$ cat src/rtl/pc_seq.sv
// pc_seq: program-counter sequencer with increment, jump, a call/return
// stack and RUN/HALTED control. The current PC addresses instruction
// memory; jump/call targets come from the reg8 stage Q output.
//
// Optional build macro: PC_WRAP_TRAP_EN
//   defined   - an inc at PC=all-ones holds the PC, sets wrap_trap and halts.
//   undefined - inc wraps modulo 2^WIDTH and wrap_trap stays 0.
//
// Handshake note: every command input is a level sampled on the rising clk
// edge; there is no ready/backpressure. Each command acts in the cycle it is
// sampled, and its result appears on the registered outputs one cycle later.
module pc_seq #(
  parameter int               WIDTH     = 8,
  parameter int               DEPTH     = 4,
  parameter logic [WIDTH-1:0] RESET_VEC = '0
) (
  input  logic             clk,
  input  logic             reset_n,
  input  logic             inc,
  input  logic             jump,
  input  logic             call,
  input  logic             ret,
  input  logic             halt,
  input  logic             resume,
  input  logic [WIDTH-1:0] target,
  output logic [WIDTH-1:0] pc,
  output logic             halted,
  output logic             stack_full,
  output logic             stack_empty,
  output logic             stack_err,
  output logic             wrap_trap
);

  // Stack pointer needs one extra bit so that "full" (sp==DEPTH) is encodable.
  localparam int IDXW = $clog2(DEPTH);
  localparam int SPW  = IDXW + 1;
  localparam logic [SPW-1:0] SP_FULL = SPW'(DEPTH);

  localparam logic [0:0] ST_RUN    = 1'b0;
  localparam logic [0:0] ST_HALTED = 1'b1;

  logic [WIDTH-1:0] pc_q, pc_d;
  logic [SPW-1:0]   sp_q, sp_d;
  logic [0:0]       state_q, state_d;
  logic             err_q, err_d;
  logic             trap_q, trap_d;
  logic             push_en;
  logic [WIDTH-1:0] pc_inc;
  logic [IDXW-1:0]  top_idx;
  logic             full, empty;

  // Return-stack storage; contents are don't-care after reset.
  logic [WIDTH-1:0] stack_q [DEPTH];

  assign pc_inc  = pc_q + WIDTH'(1);
  assign top_idx = IDXW'(sp_q - SPW'(1));
  assign full    = (sp_q == SP_FULL);
  assign empty   = (sp_q == '0);

  // Next-state logic: halt > ret > call > jump > inc while running.
  always_comb begin
    pc_d    = pc_q;
    sp_d    = sp_q;
    state_d = state_q;
    err_d   = err_q;
    trap_d  = trap_q;
    push_en = 1'b0;
    case (state_q)
      ST_RUN: begin
        if (halt) begin
          state_d = ST_HALTED;
        end else if (ret) begin
          if (empty) begin
            err_d = 1'b1;
          end else begin
            pc_d = stack_q[top_idx];
            sp_d = sp_q - SPW'(1);
          end
        end else if (call) begin
          if (full) begin
            err_d = 1'b1;
          end else begin
            push_en = 1'b1;
            sp_d    = sp_q + SPW'(1);
            pc_d    = target;
          end
        end else if (jump) begin
          pc_d = target;
        end else if (inc) begin
`ifdef PC_WRAP_TRAP_EN
          if (pc_q == '1) begin
            trap_d  = 1'b1;
            state_d = ST_HALTED;
          end else begin
            pc_d = pc_inc;
          end
`else
          pc_d = pc_inc;
`endif
        end
      end
      default: begin
        // HALTED: everything holds until a resume without a concurrent halt.
        if (resume && !halt) state_d = ST_RUN;
      end
    endcase
  end

  // Control registers with asynchronous active-low reset.
  always_ff @(posedge clk or negedge reset_n) begin
    if (!reset_n) begin
      pc_q    <= RESET_VEC;
      sp_q    <= '0;
      state_q <= ST_RUN;
      err_q   <= 1'b0;
      trap_q  <= 1'b0;
    end else begin
      pc_q    <= pc_d;
      sp_q    <= sp_d;
      state_q <= state_d;
      err_q   <= err_d;
      trap_q  <= trap_d;
    end
  end

  // Push the return address (PC+1, wrapping) into the next free slot.
  always_ff @(posedge clk) begin
    if (push_en) stack_q[sp_q[IDXW-1:0]] <= pc_inc;
  end

  assign pc          = pc_q;
  assign halted      = (state_q == ST_HALTED);
  assign stack_full  = full;
  assign stack_empty = empty;
  assign stack_err   = err_q;
  assign wrap_trap   = trap_q;

endmodule
$ cat config.mk
export PLATFORM = sky130hd
export DESIGN_NAME = pc_seq
export DESIGN_NICKNAME = d
export VERILOG_FILES = /design/src/rtl/pc_seq.sv
export SDC_FILE = /design/constraint.sdc
export NUM_CORES = 1
export LEC_CHECK = 0
export BUFFER_PORTS_ARGS = -buffer_cell sky130_fd_sc_hd__buf_4
export CORE_MARGIN = 2
export CORE_UTILIZATION = 57
export DETAILED_ROUTE_END_ITERATION = 7
export MAX_ROUTING_LAYER = met4
export PLACE_DENSITY = 0.8
export SETUP_SLACK_MARGIN = 0.5
export SYNTH_ARGS = -nofsm -noshare
export SYNTH_HDL_FRONTEND = slang
export SYNTH_SLANG_ARGS = --single-unit
$ cat constraint.sdc
create_clock -name clk -period 2.23 [get_ports clk]
set_input_delay 0.446 -clock clk [delete_from_list [all_inputs] [get_ports clk]]
set_output_delay 0.446 -clock clk [all_outputs]
set_load 0.02 [all_outputs]
# Word level (Yosys, flattened, before mapping)
# Memory sizes are Yosys's and may differ from the RTL's.
# Index checks and enable logic that the tools add are counted.
[word_totals]
inputBits = 16
mem_count = 1
reg_bits = 13
elab_cells = 48
ram_bits = 32
out_inout_bits = 13
[op_classes]
eq_ne = 5
bitwise = 2
n_mux = 24
add_sub_neg = 3
reduce_logical = 9
[memory_table]
columns = ["name", "words", "width", "rd", "rd_clocked_by_memory_dff", "wr", "line", "source"]
rows = [
  ["stack_q", 4, 8, 1, 0, 1, "53", "logic [WIDTH-1:0] stack_q [DEPTH];"],
]
[ops]
columns = ["op", "n"]
rows = [
  ["$mux 8", 6],
  ["$reduce_and 5->1", 3],
  ["$mux 1", 14],
  ["$mux 3", 4],
  ["$add 8x1->8 const B", 1],
  ["$ne 2x2->1 const B", 2],
  ["$reduce_bool 2->1", 2],
  ["$reduce_bool 4->1", 1],
  ["$add 3x1->3 const B", 1],
  ["$eq 3x3->1 const B", 1],
  ["$logic_not 3->1", 1],
  ["$ne 3x3->1 const B", 1],
  ["$sub 3x1->3 const B", 1],
  ["$ne 2x1->1 const B", 1],
  ["$not 1->1", 2],
  ["$logic_and 1x1->1", 1],
  ["$logic_not 1->1", 1],
]

# Depth between registers and ports, before layout
# Gate-level depths: netlist (run 1).
[depth]
depth_word = 8
depth_mapped = 8

# Least setup slack after synthesis (run 1)
# OpenSTA, ideal clock, no wires.
[synth_timing]
path_kind = "flip-flop to flip-flop"
from = "register sp_q[0]"
to = "register pc_q[1] (netlist: pc[1])"
slack_ns = 0.302
stages_incl_launch_ff = 9
t_arrival_ns = 1.800
t_required_ns = 2.102
n_path_buf = 2
setup_time_ns = 0.128
cell_sequence = "dfrtp_1 > buf_6 > inv_1 > ha_1 > clkbuf_2 > mux4_2 > nand2_1 > o21ai_1 > mux2_1"
[synth_via]
elab_chain_cells = 4
elab_cells_between_ends = 9
cone_classes = "add/sub: 1; eq/ne: 3; mux: 2; reduce/logical: 2; memory: 1"
[synth_rtl]
columns = ["item", "line", "source"]
rows = [
  ["from (decl)", "43", "logic [SPW-1:0] sp_q, sp_d;"],
  ["from (signal assigned)", "119", "sp_q <= sp_d;"],
  ["$sub 3x1->3", "--", ""],
  ["$mem_v2 4x8", "--", ""],
  ["$mux 8", "73", "if (empty) begin"],
  ["$mux 8", "72", "end else if (ret) begin"],
  ["to (signal assigned)", "118", "pc_q <= pc_d;"],
  ["to (decl)", "42", "logic [WIDTH-1:0] pc_q, pc_d;"],
]
# Several ways; a longest one is shown, not always the timed one. The select of a mux whose other input is x is not followed.
# A chain may end at the register's enable or synchronous reset.

# Worst setup path after layout (run 1)
[layout_timing]
from = "register sp_q[0]"
to = "register pc_q[4] (netlist: pc[4])"
# Same word-level chain as after synthesis.

==> results of run 1 <==
## critical path: stages, from the launching register on
cell and delay (ns):
dfrtp_2 0.42, buf_6 0.19, mux4_2 0.53, a211oi_1 0.32, a2bb2oi_1 0.12
## cells in the final DEF (no fill, tap or decap), drive strengths merged, types with 2 or more instances in the layout
cell type / Yosys / layout
a31o: 2 / 2
edfxtp: 32 / 32
o21ai: 7 / 7
dfrtp: 13 / 13
buf: 4 / 32
inv: 7 / 7
xnor2: 5 / 5
mux2i: 4 / 4
mux4: 8 / 8
xor2: 2 / 2
nand2: 11 / 11
o311ai: 2 / 2
a21o: 2 / 2
or2: 3 / 3
nor3: 7 / 7
ha: 6 / 6
and2: 3 / 3
o31ai: 2 / 2
a211oi: 4 / 4
or3: 3 / 3
a2bb2oi: 2 / 2
nand3: 4 / 4
clkbuf: 2 / 6
nor2: 8 / 8
mux2: 2 / 2
## registers in the layout, indices dropped and copies added (netlist names)
name       count
stack_q       32
stack_err      1
pc             8
sp_q           3
halted         1
## timing repair
action,4_1_cts,5_1_grt
pin swaps,0,1
endpoints found under the hold margin,12,0
setup endpoints to repair,19,36
gates resized for setup,4,11
hold buffers,1,0
setup buffers,0,3
gates cloned,0,0
## path summary, 6_finish.rpt
kind                                       startpoint                     to  slack [ns]  cells past startpoint
worst max register to register    sp_q[0]$_DFFE_PN0P_      pc[4]$_DFFE_PN0P_        0.53                      4
min in group asynchronous                     reset_n      pc[7]$_DFFE_PN0P_        0.54                      2
max in group asynchronous                     reset_n    sp_q[0]$_DFFE_PN0P_        1.51                      2
worst min register to register  stack_err$_DFFE_PN0P_  stack_err$_DFFE_PN0P_        0.49                      1
worst min-delay path                             halt       halted$_DFF_PN0_        0.37                      2
worst max-delay path              sp_q[0]$_DFFE_PN0P_      pc[4]$_DFFE_PN0P_        0.53                      4
## cell type report
type	instances	area, µm²	area share [%]
inverter	7	31.3	1.19
sequential	45	1290	48.9
clock buffer	6	72.6	2.75
timing repair buffer	33	254	9.63
multi-input combinational	98	892	33.8
clock inverter	2	38.8	1.47
tap	48	60.1	2.28
## where the power goes
group	switching [mW]	leakage, nW	internal (mW)	total [mW]
clock	0.262	0.0554	0.336	0.598
combinational	0.723	0.513	0.666	1.39
sequential	0.176	0.437	1.14	1.31
## metrics by stage
stage	hold WS, ns	instance area (µm²)	std cells
4_1_cts	0.366	2580	236
2_1_floorplan	0.150	2220	156
5_1_grt	0.372	2640	239
6_report	0.367	2640	239
3_3_place_gp	0.299	2440	227
3_5_place_dp	0.306	2440	227
## kinds of logic (layout without fill, tap and decap cells)
kind of cell | after synthesis | in the layout | share of synthesized area (%)
adder cells (fa/ha/maj) | 6 | 6 | 3.44
XOR/XNOR | 7 | 7 | 2.81
AO/OA/AOI/OAI | 27 | 27 | 10.3
buffers and inverters | 13 | 48 | 3.21
flip-flops | 45 | 45 | 58.9
multiplexers | 14 | 14 | 11.1
other | 1 | 1 | 0.172
AND/OR/NAND/NOR | 43 | 43 | 9.98
## per-layer routing
layer	track usage [%]	up-vias	routed length (µm)
met1	31.8	710	2100
met2	35.9	48	2140
met5	-	-	0
li1	-	658	-
met3	4.43	8	198
met4	9.90	0	85
==> results.py, run 1 <==
metrics = {
    "worst_setup_path": {
        "required_ns": 2.39,
        "setup.worst_path.class": "reg -> reg",
        "crit_path_start_kind": "flip-flop",
        "crit_arrival_ns": 1.86,
        "crit_path_end_kind": "flip-flop",
        "critPathMaxFanout": 10,
    },
    "global_routing": {
        "antenna_found_initial": 0,
        "grt_start_max_net_pins": 20,
        "grt_pass1_vias": 1421,
        "grt_pass1_wl_um": 7310,
        "grt_overflow": 0,
        "grt_usage_pct": 23.7,
    },
    "sta": {
        "rsz0062_at_grt": "true",
        "fin_skew_ns": 0.00626,
        "max_freq_mhz": 587,
        "fin_crit_ns": 1.70,
        "tns_ns": 0,
        "hold_viol": 0,
        "tightest_slew_ns": 0.585,
        "layout_setup_ws_ns": 0.526,
        "period_share_pct": 76.4,
        "relSlewSlack_pct": 60.9,
        "slew_violations": 0,
        "setup_viol": 0,
    },
    "synth": {
        "synthCells": 156,
        "synth_nets": 178,
        "avgSynthCellArea_um2": 14.0,
        "synth_edf_count": 32,
        "ys_seq_elements": 45,
        "synth_top_flop_cell": "edfxtp_1",
        "synth_area_leaders": "edfxtp_1 (44%), dfrtp_1 (15%), mux4_2 (8.3%)",
        "synth_top_area_share_pct": 44.0,
        "synth_top_area_cell": "edfxtp_1",
        "yosysSeqAreaShare_pct": 58.9,
        "synth_cell_types": 43,
        "yosys-top-cells-count": "edfxtp_1 (32), dfrtp_1 (13), nand2_1 (11), mux4_2 (8)",
        "async_flop_share_pct": 28.9,
        "ys_warn_count": 0,
        "synth_most_common_cell": "edfxtp_1",
        "syn-cell-area_um2": 2180,
    },
    "routing": {
        "viasPerCell": 5.96,
        "vias": 1424,
        "dr.pass1.iters": 4,
        "routed_wl_um": 4530,
        "wire_per_inst_um": 18.9,
        "drtIter0Drc": 128,
        "drc": 0,
        "ant_nets": 0,
    },
    "floorplan": {
        "io_pins": 29,
        "chipHeight_um": 65.9,
        "core-area_um2": 3660,
        "die_x_um": 65.9,
        "die_area_um2": 4340,
        "initial_core_util_pct": 59.6,
        "rows": 22,
    },
    "layout": {
        "area_growth_pct": 20.9,
        "final_util_pct": 72.0,
        "n_fill_cell": 253,
        "antenna_cells": 0,
        "nNetsFinal": 212,
        "drive_above_1_share_pct": 38.2,
    },
    "cts": {
        "cts_tree": "yes",
        "clock_latency_ns": 0.29,
        "cts.sinks": 45,
        "root_buffer": "clkbuf_8",
        "clockBufferDepth": 2,
        "cts.clk_slew.worst_paths_ns": 0.08,
        "htreeDepth": 2,
        "numCtsBuffers": 5,
    },
    "flow_run": {
        "cap_violations": 0,
    },
    "run_status": {
        "outcome": "complete, no violations",
    },
    "hold_path": {
        "min_path_type": "in -> reg",
    },
    "power": {
        "fin_total_pwr_mw": 3.30,
        "irDropWorstVdd_mv": 0.598,
        "power_density_nw_per_um2": 1250,
        "p_leak_nw": 1.01,
    },
    "placed_design": {
        "place_ws_ns": 0.391,
        "dpl.hpwl_um": 3290,
        "gp_congestion": 0.851,
        "port_buffers": 27,
    },
}
No activity file was read; power rests on OpenSTA's default activity.
==> run 2, diff against run 1 <==
--- a/config.mk
+++ b/config.mk
@@ -5,12 +5,13 @@
 export SDC_FILE = /design/constraint.sdc
 export NUM_CORES = 1
 export LEC_CHECK = 0
+export ABC_AREA = 1
 export BUFFER_PORTS_ARGS = -buffer_cell sky130_fd_sc_hd__buf_4
 export CORE_MARGIN = 2
-export CORE_UTILIZATION = 57
+export CORE_UTILIZATION = 52
 export DETAILED_ROUTE_END_ITERATION = 7
 export MAX_ROUTING_LAYER = met4
-export PLACE_DENSITY = 0.8
+export PLACE_DENSITY = 0.76
 export SETUP_SLACK_MARGIN = 0.5
 export SYNTH_ARGS = -nofsm -noshare
 export SYNTH_HDL_FRONTEND = slang
==> constraint.sdc (replaced) <==
create_clock -name clk -period 1.5 [get_ports clk]
set_input_delay 0.3 -clock clk [delete_from_list [all_inputs] [get_ports clk]]
set_output_delay 0.3 -clock clk [all_outputs]
set_load 0.02 [all_outputs]
==> run 2 against run 1 <==
Effect of this change: the run now ends with setup timing left; hold slack worse by 0.20 ns; cell count increased by 59%; utilization up 4.3 points; first-iteration DRC count is 53% higher; critical endpoint is now stack_empty; largest cell class unchanged; critical path type is now reg -> out; setup slack worse by 0.57 ns; sequential share of layout area fell by 9.9 points; clock skew up 0.0070 ns; clock-buffer cell count shrank 1.
==> results.py, run 2 <==
metrics = {
    "run_status": {
        "outcome": "finished, violations left",
        "violations": "setup timing",
    },
    "floorplan": {
        "initial_core_util_pct": 54.3,
        "io_pins": 29,
        "rows": 24,
        "die_area_um2": 5100,
        "core-area_um2": 4350,
        "chipHeight_um": 71.4,
        "die_x_um": 71.4,
    },
    "power": {
        "fin_total_pwr_mw": 6.59,
        "irDropWorstVdd_mv": 1.73,
        "p_leak_nw": 1.47,
        "power_density_nw_per_um2": 1980,
    },
    "placed_design": {
        "port_buffers": 27,
        "gp_congestion": 0.828,
        "placed_area_um2": 2780,
        "dpl.hpwl_um": 4000,
    },
    "global_routing": {
        "grt_overflow": 0,
        "grt_usage_pct": 27.1,
        "grt_pass1_wl_um": 10100,
        "grt_pass1_vias": 2034,
        "antenna_found_initial": 0,
        "grt_start_max_net_pins": 16,
    },
    "worst_setup_path": {
        "cp_slowest_cell": "dfrtp_1",
        "required_ns": 1.20,
        "crit_arrival_ns": 1.25,
        "crit_path_start_kind": "flip-flop",
        "critPathMaxFanout": 4,
        "max_stage_delay_ns": 0.43,
        "crit_path_end_kind": "primary output",
        "setup.worst_path.class": "reg -> out",
        "crit_chain": "inv_6 > ha_4 > nand2_2 > inv_2 > buf_4",
    },
    "routing": {
        "dr.pass1.iters": 4,
        "viasPerCell": 5.36,
        "vias": 2036,
        "routed_wl_um": 6400,
        "drtIter0Drc": 196,
        "drc": 0,
        "wire_per_inst_um": 16.8,
        "ant_nets": 0,
    },
    "synth": {
        "avgSynthCellArea_um2": 8.79,
        "ys_warn_count": 0,
        "ys_seq_elements": 45,
        "async_flop_share_pct": 28.9,
        "synth_cell_types": 25,
        "yosysSeqAreaShare_pct": 54.4,
        "yosys-top-cells-count": "nand2_1 (72), inv_1 (36), nand3_1 (35), edfxtp_1 (32), nor2_1 (19)",
        "synth_most_common_cell": "nand2_1",
        "synth_area_leaders": "edfxtp_1 (41%), dfrtp_1 (14%), nand2_1 (11%)",
        "synth_top_area_cell": "edfxtp_1",
        "synthCells": 269,
        "synth_edf_count": 32,
        "synth_nets": 291,
        "syn-cell-area_um2": 2360,
        "synth_top_flop_cell": "edfxtp_1",
        "synth_top_area_share_pct": 40.7,
    },
    "layout": {
        "largest_reg_flops": 32,
        "nNetsFinal": 349,
        "finalInstanceArea_um2": 3330,
        "layout_common_cells": "nand2_1 (62), buf_4 (37), edfxtp_1 (32)",
        "area_growth_pct": 40.7,
        "antenna_cells": 0,
        "drive_above_1_share_pct": 42.1,
        "final_common_cell": "nand2_1",
    },
    "sta": {
        "fin_skew_ns": 0.0133,
        "rsz0062_at_grt": "true",
        "slew_violations": 0,
        "layout_setup_ws_ns": -0.0478,
        "period_share_pct": 103,
        "setup_viol": 5,
        "max_freq_mhz": 646,
        "hold_viol": 0,
        "fin_crit_ns": 1.55,
    },
    "cts": {
        "clock_latency_ns": 0.31,
        "clockBufferDepth": 2,
        "cts.clk_slew.worst_paths_ns": 0.09,
        "htreeDepth": 2,
        "numCtsBuffers": 5,
        "cts.sinks": 45,
        "root_buffer": "clkbuf_8",
        "cts_tree": "yes",
    },
    "flow_run": {
        "cap_violations": 0,
    },
    "hold_path": {
        "min_path_type": "in -> reg",
    },
}
==> run 2: worst max-delay path: cells and delay by family (launching register included) <==
family / cells / cell delay [ns]
flops: 1 / 0.43
buf+inv: 3 / 0.22
fa+ha+maj: 1 / 0.17
simple gates: 1 / 0.11
==> run 2: final timing paths <==
| path | from | endpoint | cells after the start | slack (ns) |
|---|---|---|---|---|
| worst max-delay path | sp_q[0]$_DFFE_PN0P_ | stack_empty | 5 | -0.05 |
| worst min-delay path | resume | halted$_DFF_PN0_ | 2 | 0.17 |
| worst max register to register | sp_q[0]$_DFFE_PN0P_ | pc[6]$_DFFE_PN0P_ | 12 | -0.03 |
| worst min register to register | stack_err$_DFFE_PN0P_ | stack_err$_DFFE_PN0P_ | 1 | 0.52 |
| max in group asynchronous | reset_n | pc[4]$_DFFE_PN0P_ | 2 | 0.93 |
| min in group asynchronous | reset_n | pc[3]$_DFFE_PN0P_ | 2 | 0.38 |
==> run 2: kinds of logic (layout without fill, tap and decap cells) <==
| logic type | count (synthesis) | in the layout | share of synthesized area [%] |
|---|---|---|---|
| flip-flops | 45 | 45 | 54.4 |
| adder cells (fa/ha/maj) | 6 | 6 | 3.18 |
| AND/OR/NAND/NOR | 140 | 140 | 26.2 |
| buffers and inverters | 51 | 110 | 9.79 |
| other | 1 | 1 | 0.159 |
| XOR/XNOR | 3 | 3 | 1.11 |
| AO/OA/AOI/OAI | 23 | 23 | 5.19 |
==> run 2: layout make-up <==
| class | instances | area (µm²) |
|---|---|---|
| clock inverter | 3 | 68.8 |
| tap | 52 | 65.1 |
| timing repair buffer | 61 | 573 |
| clock buffer | 5 | 68.8 |
| multi-input combinational | 173 | 1090 |
| sequential | 45 | 1290 |
| inverter | 41 | 169 |
| fill | 256 | 1030 |
==> run 2: power breakdown <==
group	switching [mW]	internal (mW)	leakage [nW]
logic	1.92	1.60	0.960
clock network	0.436	0.671	0.0687
registers	0.262	1.70	0.438
total	2.62	3.97	1.47
==> run 2: metrics by stage <==
stage	utilization [%]	hold WS, ns	TNS, ns	instances	setup WS, ns
floorplan	-	0.00441	-1.61	269	-0.0767
global placement	63.8	0.160	0	348	0.0376
detailed placement	63.8	0.160	-0.00608	348	-0.00608
CTS	73.7	0.162	-0.0641	373	-0.0372
global route	76.4	0.166	-1.33	380	-0.117
finish	76.4	0.170	-0.164	380	-0.0478
==> run 2: routing by layer <==
metal	wire, µm	share of wire [%]	track usage (%)
met5	0	0	-
met4	122	1.9	6.92
met3	392	6.1	4.64
met2	3290	51	45.5
met1	2600	41	34.4
==> run 2: repair_timing <==
item	CTS	global route
setup buffers	16	7
resized for setup	49	16
pin swaps	21	8
hold endpoints to repair	13	0
endpoints found under the setup margin	80	80
gates cloned	0	0
hold buffers	1	0
==> run 3, diff against run 2 <==
--- a/config.mk
+++ b/config.mk
@@ -5,10 +5,9 @@
 export SDC_FILE = /design/constraint.sdc
 export NUM_CORES = 1
 export LEC_CHECK = 0
-export ABC_AREA = 1
 export BUFFER_PORTS_ARGS = -buffer_cell sky130_fd_sc_hd__buf_4
 export CORE_MARGIN = 2
-export CORE_UTILIZATION = 52
+export CORE_UTILIZATION = 51
 export DETAILED_ROUTE_END_ITERATION = 7
 export MAX_ROUTING_LAYER = met4
 export PLACE_DENSITY = 0.76
==> run 3 against run 2 <==
Effect of this change: the flow still finishes with violations (setup timing); sequential share of layout area is 1.5 points lower; critical endpoint is now pc[6]$_DFFE_PN0P_; combinational power up 11%; utilization is 8.8 points higher; via count fell by 10%; clock power shrank 32%; die area is 5.5% lower; largest power group unchanged; register-to-register slack worse by 0.18 ns; cell area rose by 3.9%; sequential cell count unchanged.
==> results.py, run 3 (synthesis results as in run 1) <==
metrics = {
    "routing": {
        "routed_wl_um": 7000,
        "dr.pass1.iters": 4,
        "viasPerCell": 6.11,
        "drc": 0,
        "ant_nets": 0,
        "drtIter0Drc": 106,
        "wire_per_inst_um": 23.3,
        "vias": 1832,
    },
    "hold_path": {
        "min_path_type": "in -> reg",
    },
    "global_routing": {
        "grt_usage_pct": 29.5,
        "grt_overflow": 0,
        "grt_pass1_wl_um": 10300,
        "met3_usage_pct": 3.63,
        "top_usage_layer": "met2",
        "grt_util_met1_pct": 33.2,
        "grt_pass1_vias": 1938,
        "use_met2_pct": 51.8,
        "antenna_found_initial": 0,
        "grt_start_max_net_pins": 16,
    },
    "layout": {
        "final_common_cell": "buf_4",
        "n_fill_cell": 168,
        "drive_above_1_share_pct": 65.6,
        "area_growth_pct": 58.3,
        "multi_input_area_um2": 1120,
        "ff_latch_area_um2": 1290,
        "final_util_pct": 85.1,
        "antenna_cells": 0,
        "largest_reg_flops": 32,
        "nNetsFinal": 271,
        "finalInstanceArea_um2": 3450,
        "layout_common_cells": "buf_4 (51), buf_6 (39), edfxtp_1 (32)",
    },
    "cts": {
        "htreeDepth": 2,
        "root_buffer": "clkbuf_8",
        "clock_latency_ns": 0.30,
        "numCtsBuffers": 5,
        "cts_tree": "yes",
        "clockBufferDepth": 2,
        "cts.sinks": 45,
        "cts.clk_slew.worst_paths_ns": 0.09,
    },
    "run_status": {
        "violations": "setup timing",
        "outcome": "finished, violations left",
    },
    "sta": {
        "tns_ns": -5.44,
        "layout_setup_ws_ns": -0.212,
        "rsz0062_at_grt": "true",
        "setup_viol": 50,
        "period_share_pct": 114,
        "fin_crit_ns": 1.71,
        "fin_skew_ns": 0.00712,
        "max_freq_mhz": 584,
        "relSlewSlack_pct": 59.3,
        "hold_viol": 0,
        "tightest_slew_ns": 0.608,
        "slew_violations": 0,
    },
    "power": {
        "p_leak_nw": 1.37,
        "power_density_nw_per_um2": 1920,
        "irDropWorstVdd_mv": 1.56,
        "fin_total_pwr_mw": 6.63,
    },
    "floorplan": {
        "die_x_um": 69.4,
        "die_area_um2": 4820,
        "io_pins": 29,
        "chipHeight_um": 69.4,
        "initial_core_util_pct": 53.8,
        "core-area_um2": 4060,
        "rows": 23,
    },
    "worst_setup_path": {
        "r2r-start": "sp_q[0]$_DFFE_PN0P_",
        "crit_path_start_kind": "flip-flop",
        "critPathMaxFanout": 5,
        "critPathLaunch": "sp_q[0]$_DFFE_PN0P_",
        "rr_endpoint": "pc[6]$_DFFE_PN0P_",
        "reg2reg_slack_ns": -0.21,
        "required_ns": 1.69,
        "crit_arrival_ns": 1.90,
        "critPathCapture": "pc[6]$_DFFE_PN0P_",
        "setup.worst_path.class": "reg -> reg",
        "crit_path_end_kind": "flip-flop",
        "r2r_cells": 7,
    },
    "placed_design": {
        "gp_congestion": 0.924,
        "port_buffers": 27,
        "placed_area_um2": 2800,
        "dpl.hpwl_um": 4070,
    },
    "flow_run": {
        "cap_violations": 0,
    },
}
[run 3: cell count changes in the layout (fill, tap and decap cells not counted), moves of 5 or more]
| cell | previous run | this run |
|---|---|---|
| nand2_1 | 62 | 5 |
| inv_1 | 27 | 2 |
| nand3_1 | 25 | 2 |
| buf_6 | 20 | 39 |
| buf_4 | 37 | 51 |
| nor2_1 | 11 | 1 |
| nand3_2 | 9 | 0 |
| mux4_2 | 0 | 8 |
| nand2_2 | 11 | 3 |
| inv_2 | 9 | 2 |
| a21oi_1 | 6 | 0 |
| nor2_4 | 8 | 3 |
| nor3_1 | 0 | 5 |
[run 3: critical path, stage by stage (launching register included)]
cell	delay, ns
dfrtp_2	0.41
clkinv_4	0.07
ha_4	0.17
buf_6	0.12
nand4b_1	0.15
o21ai_4	0.12
or2_4	0.28
o31ai_1	0.30
[run 3: layout make-up]
| cell class | instances | share of cell area, % |
|---|---|---|
| Multi-Input combinational cell | 98 | 32.4 |
| Timing Repair Buffer | 92 | 24.7 |
| Tap cell | 50 | 1.81 |
| Inverter | 7 | 1.12 |
| Clock inverter | 3 | 0.616 |
| Sequential cell | 45 | 37.4 |
| Clock buffer | 5 | 1.99 |
[run 3: per-stage QoR]
stage	cells	setup slack, ns	hold WS [ns]
2_1_floorplan	156	-0.260	0.00441
3_3_place_gp	268	-0.151	0.160
3_5_place_dp	268	-0.221	0.168
4_1_cts	293	-0.167	0.284
5_1_grt	300	-0.306	0.287
6_report	300	-0.212	0.283
[run 3: where the power goes]
| group | switching [mW] | total (mW) | internal (mW) |
|---|---|---|---|
| sequential | 0.253 | 1.95 | 1.70 |
| clock | 0.418 | 0.750 | 0.331 |
| combinational | 1.78 | 3.93 | 2.15 |
[run 3: per-layer routing]
metal  vias up  wire length (µm)
met1       891              2280
met3        43               439
li1        773                 -
met5         -                 0
met4         0               439
met2       125              3840
[run 3: worst min path at each step]
stage	cells after the start	end	startpoint
floorplan	0	halted$_DFF_PN0_	reset_n
global placement	1	pc[2]$_DFFE_PN0P_	reset_n
detailed placement	1	pc[2]$_DFFE_PN0P_	reset_n
CTS	3	halted$_DFF_PN0_	resume
global route	3	halted$_DFF_PN0_	resume
finish	3	halted$_DFF_PN0_	resume
[run 3: timing repair]
action                                  CTS  global route
pin swaps                                11             9
hold endpoints to repair                 13             0
endpoints found under the setup margin   84            84
resized for setup                        67            20
setup buffers                            16             7
hold buffers                              1             0
